$ cat config.mk
export PLATFORM = sky130hd
export DESIGN_NAME = traffic_phase_sequencer
export DESIGN_NICKNAME = d
export VERILOG_FILES = /design/src/rtl/traffic_phase_sequencer.sv
export SDC_FILE = /design/constraint.sdc
export NUM_CORES = 1
export LEC_CHECK = 0
export BUFFER_PORTS_ARGS = -buffer_cell sky130_fd_sc_hd__buf_2
export CAP_MARGIN = 20
export CORE_ASPECT_RATIO = 0.8
export CORE_MARGIN = 2
export CORE_UTILIZATION = 40
export CTS_CLUSTER_DIAMETER = 120
export DETAILED_ROUTE_END_ITERATION = 6
export SYNTH_ARGS = -nofsm -noshare
export SYNTH_HDL_FRONTEND = slang
export SYNTH_SLANG_ARGS = --single-unit
$ cat constraint.sdc
create_clock -name clk -period 3.3 [get_ports clk]
set_input_delay 0.165 -clock clk [delete_from_list [all_inputs] [get_ports clk]]
set_output_delay 0.165 -clock clk [all_outputs]
set_load 0.005 [all_outputs]
$ cat src/rtl/traffic_phase_sequencer.sv
// traffic_phase_sequencer
// Sequences the N+S and E+W lane pairs through green, yellow and all-red
// clearance phases. In day mode a green is held while the cross street has
// no waiting car. In night mode the greens alternate on a short fixed
// duration.
//
// Ports:
//   clk         system clock, rising edge
//   rst         asynchronous, active-high reset
//   night_mode  1 = night schedule; sampled only on entry to a green
//   car_ns      car waiting on the N or S approach (level)
//   car_ew      car waiting on the E or W approach (level)
//   laneOutput  light word WWSSEENN; per light 11 = green, 01 = yellow, 00 = red
//   loadTime    duration loaded on entry to the current phase
//   timer       cycles remaining in the current phase, minus 1
//   phase       current state encoding
//   phase_done  one-cycle pulse in the first cycle of every new phase
module traffic_phase_sequencer #(
    parameter int unsigned GREEN_TIME   = 60,
    parameter int unsigned YELLOW_TIME  = 5,
    parameter int unsigned ALL_RED_TIME = 2,
    parameter int unsigned NIGHT_TIME   = 20
) (
    input  logic       clk,
    input  logic       rst,
    input  logic       night_mode,
    input  logic       car_ns,
    input  logic       car_ew,
    output logic [7:0] laneOutput,
    output logic [6:0] loadTime,
    output logic [6:0] timer,
    output logic [2:0] phase,
    output logic       phase_done
);

    localparam int unsigned TW = 7;

    localparam logic [TW-1:0] GREEN_DUR  = TW'(GREEN_TIME);
    localparam logic [TW-1:0] YELLOW_DUR = TW'(YELLOW_TIME);
    localparam logic [TW-1:0] RED_DUR    = TW'(ALL_RED_TIME);
    localparam logic [TW-1:0] NIGHT_DUR  = TW'(NIGHT_TIME);

    localparam logic [7:0] LANES_RED       = 8'b0000_0000;
    localparam logic [7:0] LANES_NS_GREEN  = 8'b0011_0011;
    localparam logic [7:0] LANES_NS_YELLOW = 8'b0001_0001;
    localparam logic [7:0] LANES_EW_GREEN  = 8'b1100_1100;
    localparam logic [7:0] LANES_EW_YELLOW = 8'b0100_0100;

    typedef enum logic [2:0] {
        AR_TO_NS  = 3'd0,
        NS_GREEN  = 3'd1,
        NS_YELLOW = 3'd2,
        AR_TO_EW  = 3'd3,
        EW_GREEN  = 3'd4,
        EW_YELLOW = 3'd5
    } state_t;

    state_t        state_q, state_d;
    logic [TW-1:0] timer_q, timer_d;
    logic [TW-1:0] load_q, load_d;
    logic [7:0]    lanes_q, lanes_d;
    logic          done_q, done_d;
    logic          night_q, night_d;
    logic          enter;
    logic [TW-1:0] dur;

    // State and output registers
    always_ff @(posedge clk or posedge rst) begin
        if (rst) begin
            state_q <= AR_TO_NS;
            timer_q <= RED_DUR - TW'(1);
            load_q  <= RED_DUR;
            lanes_q <= LANES_RED;
            done_q  <= 1'b0;
            night_q <= 1'b0;
        end else begin
            state_q <= state_d;
            timer_q <= timer_d;
            load_q  <= load_d;
            lanes_q <= lanes_d;
            done_q  <= done_d;
            night_q <= night_d;
        end
    end

    // Next-state selection and phase-entry loading
    always_comb begin
        state_d = state_q;
        timer_d = (timer_q == '0) ? '0 : timer_q - TW'(1);
        load_d  = load_q;
        lanes_d = lanes_q;
        done_d  = 1'b0;
        night_d = night_q;
        enter   = 1'b0;
        dur     = RED_DUR;

        case (state_q)
            AR_TO_NS: if (timer_q == '0) begin
                state_d = NS_GREEN;
                enter   = 1'b1;
            end
            // Sensors are only looked at once the green has expired; a
            // green with no cross traffic holds at timer 0 without a pulse.
            NS_GREEN: if (timer_q == '0 && (night_q || car_ew)) begin
                state_d = NS_YELLOW;
                enter   = 1'b1;
            end
            NS_YELLOW: if (timer_q == '0) begin
                state_d = AR_TO_EW;
                enter   = 1'b1;
            end
            AR_TO_EW: if (timer_q == '0) begin
                state_d = EW_GREEN;
                enter   = 1'b1;
            end
            EW_GREEN: if (timer_q == '0 && (night_q || car_ns)) begin
                state_d = EW_YELLOW;
                enter   = 1'b1;
            end
            EW_YELLOW: if (timer_q == '0) begin
                state_d = AR_TO_NS;
                enter   = 1'b1;
            end
            // Illegal codes fall back to the N+S clearance phase
            default: begin
                state_d = AR_TO_NS;
                enter   = 1'b1;
            end
        endcase

        if (enter) begin
            case (state_d)
                NS_GREEN: begin
                    dur     = night_mode ? NIGHT_DUR : GREEN_DUR;
                    lanes_d = LANES_NS_GREEN;
                    night_d = night_mode;
                end
                NS_YELLOW: begin
                    dur     = YELLOW_DUR;
                    lanes_d = LANES_NS_YELLOW;
                end
                EW_GREEN: begin
                    dur     = night_mode ? NIGHT_DUR : GREEN_DUR;
                    lanes_d = LANES_EW_GREEN;
                    night_d = night_mode;
                end
                EW_YELLOW: begin
                    dur     = YELLOW_DUR;
                    lanes_d = LANES_EW_YELLOW;
                end
                default: begin
                    dur     = RED_DUR;
                    lanes_d = LANES_RED;
                end
            endcase
            timer_d = dur - TW'(1);
            load_d  = dur;
            done_d  = 1'b1;
        end
    end

    assign phase      = 3'(state_q);
    assign timer      = timer_q;
    assign loadTime   = load_q;
    assign laneOutput = lanes_q;
    assign phase_done = done_q;

endmodule

==> metrics.md, run 1 <==
| Metric | Value |
|---|---|
| Outcome | `complete, no violations` |
| Initial antenna violation count | `0` |
| Die H | `49.9 um` |
| Top_reg_cell synth | `dfrtp_1` |
| EDFF count, synth | `0` |
| Register area share after synthesis | `50.1%` |
| Vias | `809` |
| Most common cell in the netlist | `dfrtp_1` |
| Fin crit share | `66.6%` |
| Router iterations before antenna repair | `3` |
| H-tree depth | `1` |
| Share of the synthesized area in the top cell type | `45.1%` |
| Top Ports | `31` |
| Final GP Congestion | `0.762` |
| Initial DRC count | `17` |
| Final Power | `418 uW` |
| VDD IR max | `0.250 mV` |
| WL/cell | `13.1 um` |
| Slew Limit Headroom | `48.0%` |
| Crit path capture type | `flop` |
| Share of post-route cells with drive strength above 1 | `34.1%` |
| Synth Cell Area | `0.00105 mm^2` |
| CP startpoint kind | `flop` |
| Total global routing track utilization | `16.3%` |
| Die width | `61.4 um` |
| Pin count of the biggest net entering global routing | `22` |
| TritonCTS clock tree | `done` |
| # rows | `16` |
| Critical path's top delay family | `simple AND/OR/NAND/NOR gates` |
| Synth cell types | `35` |
| Fin Clk Skew | `0.00339 ns` |
| Clock Tree Buf Depth | `2` |
| Min Tclk post-route | `2.20 ns` |
| Type of the worst min-delay path | `input port to flop` |
| First-pass GRT wire length | `3660 um` |
| Worst Max-Slew Pin Slew | `0.780 ns` |
| Crit Path Class | `flop to flop` |
| Final WL | `2170 um` |
| Hold Vio Cnt, Final | `0` |
| Yosys warns | `0` |
| Fin area | `0.00121 mm^2` |
| Hold_buf cts | `1` |
| Grt ovf | `0` |
| Synth area leaders | `dfrtp_1, nor2_1, dfstp_2` |
| Die area | `0.00307 mm^2` |
| Syn avg cell area | `10.0 um^2` |
| Worst Path Required | `3.52 ns` |
| RSZ-0062 raised after global routing | `no` |
| Worst stage delay on the critical path | `0.51 ns` |
| End-of-flow core utilization | `48.9%` |
| Cells after Synth | `105` |
| Placed insts | `160` |
| Core Area | `0.00248 mm^2` |
| Clk pin slew, worst setup/hold paths | `0.13 ns` |
| Placed cell area | `0.00117 mm^2` |
| Final setup fails | `0` |
| Vias in the first global route | `775` |
| Worst Path Buf+Inv | `1` |
| # DRC | `0` |
| Pleak | `0.558 nW` |
| Setup tns final | `0 ns` |
| Achievable Freq | `455 MHz` |
| CP Max Fanout | `13` |
| Clock Tree Root | `clkbuf_4` |
| Syn_nets | `111` |
| Critical Path Slowest Stage Cell | `or4b_4` |
| Pwr Density | `345 mW/mm^2` |
| Post-CTS Resized | `0` |
| Skew-Pair Late Insertion Delay | `0.32 ns` |
| Max-slew violation total from the final report | `0` |
| Fin nets | `136` |
| Final HPWL DP | `1550 um` |
| # diodes | `0` |
| Area grow syn2layout | `15.1%` |
| Final ANT Viol Nets | `0` |
| Post-CTS Setup Inserts | `0` |
| CTS Sinks | `21` |
| Max Cap Viol | `0` |
| Critical Path AT | `2.42 ns` |
| Synth top cells by count | `dfrtp_1, nor2_1, inv_1, buf_4` |
| Vias/cell | `4.90` |
| Initial core utilization | `42.5%` |
| Cell taking the most area after synthesis | `dfrtp_1` |
| Finished Layout Cells | `165` |
| Crit-path cells | `inv_1, ha_1, or4b_4, nor3_1, o22a_2, mux2_2` |
| Fraction of registers with async set/reset | `100%` |
| CTS Buf Count | `3` |
| Post-synthesis register bit count | `21` |
| Port Buf Inserts | `29` |
registers in the layout (all words and copies together), names as in the netlist:
name and cells:
timer 7, loadTime 5, laneOutput 4, phase 3, night_q 1, phase_done 1
final timing paths:
check / startpoint / to / slack, ns / depth (start not counted)
setup / recovery: timer[1] / laneOutput[5] / 1.10 / 6
hold / removal: night_mode / loadTime[3] / 0.09 / 2
setup reg to reg: timer[1] / laneOutput[5] / 1.10 / 6
hold reg to reg: loadTime[0] / loadTime[0] / 0.52 / 2
max in group asynchronous: rst / timer[3] / 2.31 / 3
min in group asynchronous: rst / phase_done / 0.51 / 3
where the power goes:
group          switching (mW)  internal, mW  total [mW]
Sequential            0.00375         0.261       0.264
Clock                  0.0878        0.0465       0.134
Combinational          0.0115       0.00814      0.0197
Total                   0.103         0.315       0.418
layer usage:
| metal | part of all wire (%) | up-vias | GRT usage [%] |
|---|---|---|---|
| met5 | 0 | - | 0 |
| met4 | 1.1 | 0 | 4.26 |
| met3 | 4.9 | 4 | 5.51 |
| met2 | 44 | 18 | 23.4 |
| met1 | 50 | 383 | 23.3 |
| li1 | - | 404 | - |
worst register-to-register path, cell delays in order, from the launching register on:
cell,delay (ns)
dfrtp_1,0.41
inv_1,0.06
ha_1,0.19
or4b_4,0.51
nor3_1,0.22
o22a_2,0.34
mux2_2,0.37
cells in the final DEF, fill, tap and decap left out, types with 2 or more instances in the layout:
master    count
a21boi_0      2
a21oi_1       4
buf_2        29
clkbuf_4      3
dfrtp_1      19
dfstp_2       2
inv_1         7
mux2_2        3
nand2_1       4
nand2b_1      2
nor2_1       15
nor3_1        3
nor3b_1       2
nor4b_1       2
o21ai_0       5
o22ai_1       5
xnor2_1       3
logic make-up after synthesis:
| logic type | Yosys count | share of synthesized area, % |
|---|---|---|
| AO/OA/AOI/OAI | 24 | 15.8 |
| adder cells (fa/ha/maj) | 1 | 1.19 |
| other | 1 | 0.356 |
| flip-flops | 21 | 50.1 |
| XOR/XNOR | 4 | 3.32 |
| multiplexers | 3 | 3.20 |
| buffers and inverters | 17 | 9.25 |
| AND/OR/NAND/NOR | 34 | 16.8 |
per-stage QoR:
stage	hold slack (ns)	setup slack (ns)
detailed placement	0.350	1.11
finish	0.0876	1.10
global placement	0.345	1.19
global route	0.0970	0.897
CTS	0.0880	1.09
floorplan	0.140	1.36
layout make-up:
type                    count  area, um^2
fillers                   258        1270
flip-flops and latches     21         528
multi-input cells          67         429
repair buffers             30         155
well taps                  36        45.0
inverters                   7        26.3
clock buffers               3        22.5
clock inverters             1        7.51
Power figures use the tool's default switching activity.
==> run 2: changes to the inputs <==
Clock period 3.3 ns to 2.2 ns, I/O delays scaled along.
==> metrics.md, run 2 (synthesis results as in run 1) <==
| Metric | Value |
|---|---|
| Critical R2R Capture | `laneOutput[5]` |
| Total global routing track utilization | `17.0%` |
| Final ANT Viol Nets | `0` |
| Crit-path cells | `inv_1, ha_1, or4b_4, a311oi_2, o22a_2, mux2_2` |
| Worst setup path endpoint | `laneOutput[5]` |
| Final WL | `2220 um` |
| CTS Sinks | `21` |
| Grt ovf | `0` |
| Pleak | `0.593 nW` |
| Slew Limit Headroom | `46.8%` |
| Clk pin slew, worst setup/hold paths | `0.13 ns` |
| Port Buf Inserts | `29` |
| Sequential power share | `63.4%` |
| H-tree depth | `1` |
| Worst stage delay on the critical path | `0.52 ns` |
| RR Startpoint | `timer[1]` |
| Setup tns final | `0 ns` |
| Fin nets | `143` |
| Die H | `49.9 um` |
| Top Ports | `31` |
| Commonest cells after routing, fill and taps aside | `buf_2, dfrtp_1, nor2_1, inv_1, buf_4` |
| Crit path capture type | `flop` |
| Sw Ratio | `24.5%` |
| Crit Path Class | `flop to flop` |
| Clock Tree Root | `clkbuf_4` |
| Min Tclk post-route | `2.08 ns` |
| Fin crit share | `94.5%` |
| Type of the worst min-delay path | `input port to flop` |
| Share of post-route cells with drive strength above 1 | `37.5%` |
| # diodes | `0` |
| Initial antenna violation count | `0` |
| Reg2Reg Setup Slack | `0.12 ns` |
| Combinational share of power | `4.7%` |
| Final HPWL DP | `1600 um` |
| Die area | `0.00307 mm^2` |
| Post-CTS Resized | `0` |
| Skew-Pair Late Insertion Delay | `0.31 ns` |
| Fin area | `0.00127 mm^2` |
| Outcome | `complete, no violations` |
| Router iterations before antenna repair | `4` |
| Hold Vio Cnt, Final | `0` |
| Achievable Freq | `481 MHz` |
| P_int | `472 uW` |
| CTS Buf Count | `3` |
| Critical Path Slowest Stage Cell | `or4b_4` |
| Reg2reg path depth | `6` |
| Initial DRC count | `16` |
| TritonCTS clock tree | `done` |
| Initial core utilization | `42.5%` |
| Worst Max-Slew Pin Slew | `0.797 ns` |
| Final setup fails | `0` |
| End-of-flow core utilization | `51.0%` |
| Largest register FFs | `7` |
| Die width | `61.4 um` |
| Switching pwr | `153 uW` |
| Area grow syn2layout | `20.0%` |
| Placed cell area | `0.00121 mm^2` |
| Max-slew violation total from the final report | `0` |
| Hold_ws | `0.0297 ns` |
| Critical Path AT | `2.29 ns` |
| Clock Tree Buf Depth | `2` |
| Vias | `852` |
| VDD IR max | `0.359 mV` |
| Final Power | `625 uW` |
| # DRC | `0` |
| Fin Clk Skew | `0.00163 ns` |
| Vias in the first global route | `838` |
| # rows | `16` |
| Worst Path Required | `2.41 ns` |
| Clock power share | `31.9%` |
| CP startpoint kind | `flop` |
| Pin count of the biggest net entering global routing | `22` |
| CP Max Fanout | `6` |
| Final GP Congestion | `0.774` |
| Core Area | `0.00248 mm^2` |
| First-pass GRT wire length | `3880 um` |
| WL/cell | `12.9 um` |
| Commonest non-fill, non-tap cell in the layout | `buf_2` |
| Crit path launch | `timer[1]` |
| Max Cap Viol | `0` |
| Vias/cell | `4.95` |
| Pwr Density | `494 mW/mm^2` |
-- run 2: cell count changes in the layout (fill, tap and decap cells not counted) --
cell / change
buf_4: +7
-- run 2: metal layers --
layer | part of all wire [%] | vias to the layer above | global-route usage, %
met2 | 47 | 19 | 25.9
met4 | 0.59 | 0 | 3.90
li1 | - | 420 | -
met5 | 0 | - | 0
met3 | 4.1 | 2 | 6.04
met1 | 48 | 411 | 22.9
-- run 2: worst max-delay path: cells and delay by family (launching register included) --
kind                     cells  cell delay [ns]
AND/OR/NAND/NOR              1             0.52
multiplexers                 1             0.35
flip-flops                   1             0.41
adder cells (fa/ha/maj)      1             0.20
AO/OA/AOI/OAI                2             0.45
buffers and inverters        1             0.06
-- run 2: how the worst min path moves through the flow --
stage / slack [ns] / cells after the start / to / startpoint
2_1_floorplan: 0.09 / 1 / laneOutput[3] / rst
3_3_place_gp: 0.30 / 2 / laneOutput[4] / rst
3_5_place_dp: 0.32 / 2 / laneOutput[4] / rst
4_1_cts: 0.02 / 2 / loadTime[3] / night_mode
5_1_grt: 0.02 / 2 / loadTime[3] / night_mode
6_report: 0.03 / 2 / loadTime[3] / night_mode
-- run 2: timing repair --
item,in CTS,in global routing
endpoints found under the setup margin,0,4
hold endpoints to repair,19,0
buffers inserted,0,2
hold buffers,1,0
-- run 2: power groups by stage --
| stage | Combinational, mW | Clock, mW | Sequential (mW) |
|---|---|---|---|
| 6_report | 0.0292 | 0.200 | 0.397 |
| 5_1_grt | 0.0333 | 0.223 | 0.398 |
| 4_1_cts | 0.0302 | 0.211 | 0.397 |
| 3_5_place_dp | 0.0290 | 0 | 0.404 |
| 3_3_place_gp | 0.0283 | 0 | 0.404 |
| 2_1_floorplan | 0.0179 | 0 | 0.403 |
-- run 2: per-stage QoR --
stage          setup WS (ns)  instances
5_1_grt             -0.00398        172
6_report               0.121        172
3_5_place_dp           0.120        165
4_1_cts               0.0890        170
3_3_place_gp           0.191        165
2_1_floorplan          0.256        105
-- run 2: area by class of cell --
type,instances,area [um^2]
clock buffer,3,22.5
clock inverter,1,7.51
fill,244,1220
inverter,7,26.3
multi-input combinational,67,429
sequential,21,528
tap,36,45.0
timing repair buffer,37,208
==> run 3: changes to the inputs <==
Settings changed: ABC_AREA set to 1.
==> metrics.md, run 3 <==
| Metric | Value |
|---|---|
| Outcome | `finished, violations left` |
| Failing checks | `hold timing` |
| Synth top cells by count | `nand2_1, dfrtp_1, inv_1, nor2_1, o21ai_0` |
| Final HPWL DP | `1880 um` |
| Synth area leaders | `dfrtp_1, nand2_1, dfstp_2` |
| Post-CTS Setup Inserts | `0` |
| Worst Path Required | `2.35 ns` |
| RSZ-0062 raised after global routing | `no` |
| Register Area | `528 um^2` |
| Setup tns final | `0 ns` |
| Type of the worst min-delay path | `input port to asynchronous set/reset pin` |
| Pleak | `0.779 nW` |
| Final GP Congestion | `0.849` |
| # rows | `17` |
| Largest family of logic cells by synthesized area | `simple AND/OR/NAND/NOR gates` |
| Pwr Density | `1420 mW/mm^2` |
| CTS Buf Count | `3` |
| Commonest cells after routing, fill and taps aside | `nand2_1, buf_2, dfrtp_1, inv_1` |
| Most common cell in the netlist | `nand2_1` |
| # DRC | `0` |
| Reg2Reg Setup Slack | `0.26 ns` |
| CP Max Fanout | `6` |
| Hold_ws | `-0.0170 ns` |
| Top Ports | `31` |
| Number of fill cells | `291` |
| Crit-path cells | `inv_1, ha_1, nand2_1, nor2_8, nand3_2, nand3_2, nor2_1, inv_1, o21ai_0` |
| Hold Vio Cnt, Final | `19` |
| Max Cap Viol | `0` |
| Router iterations before antenna repair | `4` |
| Cell taking the most area after synthesis | `dfrtp_1` |
| Clk pin slew, worst setup/hold paths | `0.07 ns` |
| Largest register FFs | `7` |
| Metal2 WL | `1090 um` |
| Top Layer Used | `met4` |
| CP startpoint kind | `flop` |
| Syn_nets | `139` |
| Min Tclk post-route | `1.94 ns` |
| Fin crit share | `88.1%` |
| Worst Max-Slew Pin Slew | `0.759 ns` |
| H-tree depth | `1` |
| Worst Path Buf+Inv | `2` |
| Port Buf Inserts | `29` |
| Crit path capture type | `flop` |
| WL/cell | `12.0 um` |
| Die area | `0.00341 mm^2` |
| EDFF count, synth | `0` |
| Share of the synthesized area in the top cell type | `40.3%` |
| Core Area | `0.00279 mm^2` |
| Fraction of the mapped netlist area in compound gates | `8.16%` |
| Post-synthesis register bit count | `21` |
| Top_reg_cell synth | `dfrtp_1` |
| Initial core utilization | `42.4%` |
| End-of-flow core utilization | `48.9%` |
| Total global routing track utilization | `16.0%` |
| Critical path's top delay family | `simple AND/OR/NAND/NOR gates` |
| Pin count of the biggest net entering global routing | `22` |
| Vias in the first global route | `873` |
| Final Power | `1.93 mW` |
| Skew-Pair Late Insertion Delay | `0.25 ns` |
| Finished Layout Cells | `198` |
| Grt ovf | `0` |
| Initial antenna violation count | `0` |
| WL met3 | `120 um` |
| Area grow syn2layout | `15.3%` |
| Placed insts | `194` |
| Synth Cell Area | `0.00118 mm^2` |
| Final setup fails | `0` |
| Post-CTS Resized | `0` |
| Die H | `52.6 um` |
| Final ANT Viol Nets | `0` |
| VDD IR max | `0.637 mV` |
| Register area share after synthesis | `44.7%` |
| Yosys warns | `0` |
| XOR/XNOR Fraction of Synth Area | `2.22%` |
| Crit Path Class | `flop to flop` |
| Worst stage delay on the critical path | `0.53 ns` |
| Area occupied by multi-input gates | `526 um^2` |
| # diodes | `0` |
| Critical Path Slowest Stage Cell | `dfstp_2` |
| Syn avg cell area | `8.88 um^2` |
| Die width | `64.8 um` |
| CTS Sinks | `21` |
| Fin Clk Skew | `0.00588 ns` |
| WL met1 | `1170 um` |
| Synth cell types | `30` |
| Cells after Synth | `133` |
| TritonCTS clock tree | `done` |
| Clock Tree Root | `clkbuf_8` |
| Clock Tree Buf Depth | `2` |
| Vias | `943` |
| Vias/cell | `4.76` |
| Slew Limit Headroom | `49.3%` |
| Fraction of registers with async set/reset | `100%` |
| Share of post-route cells with drive strength above 1 | `39.4%` |
| Critical Path AT | `2.09 ns` |
| Hold_buf cts | `0` |
| Mux cell area share after synthesis | `0%` |
| Post-Synth Simple-Gate Area | `32.7%` |
| Achievable Freq | `516 MHz` |
| Commonest non-fill, non-tap cell in the layout | `nand2_1` |
| Initial DRC count | `37` |
| Fin nets | `167` |
| Post-synthesis adder-cell area fraction | `1.06%` |
| Max-slew violation total from the final report | `0` |
| Final WL | `2380 um` |
| First-pass GRT wire length | `4090 um` |
[run 3: kinds of logic (layout without fill, tap and decap cells)]
family | count (synthesis) | count (layout)
compound gates | 14 | 14
other cells | 1 | 1
fa+ha+maj | 1 | 1
flops | 21 | 21
simple gates | 70 | 70
buf+inv | 23 | 50
xor+xnor | 3 | 3
[run 3: final cells by class]
class	count	area share [%]
inverters	16	4.60
multi-input cells	89	38.6
well taps	38	3.49
clock buffers	4	3.31
flip-flops and latches	21	38.8
repair buffers	30	11.2
[run 3: report_power, final]
group | internal, mW | switching (mW)
Combinational | 0.394 | 0.566
Sequential | 0.571 | 0.155
Clock | 0.129 | 0.113
Total | 1.09 | 0.834
[run 3: worst paths after layout]
path                             start             to  cells past startpoint
setup / recovery              timer[0]       timer[4]                      9
hold / removal                     rst        night_q                      2
setup reg to reg              timer[0]       timer[4]                      9
hold reg to reg            loadTime[1]    loadTime[1]                      2
max in group asynchronous          rst  laneOutput[3]                      2
min in group clk            night_mode        night_q                      3
[run 3: through the flow]
step | instance area (um^2) | setup WS [ns]
5_1_grt | 1360 | 0.0772
2_1_floorplan | 1180 | 0.470
3_5_place_dp | 1320 | 0.295
6_report | 1360 | 0.263
4_1_cts | 1360 | 0.244
3_3_place_gp | 1320 | 0.303
[run 3: per-layer routing]
metal	vias to the layer above	global-route usage (%)
met3	2	4.52
met5	-	0
li1	472	-
met2	23	24.9
met4	0	2.84
met1	446	22.3
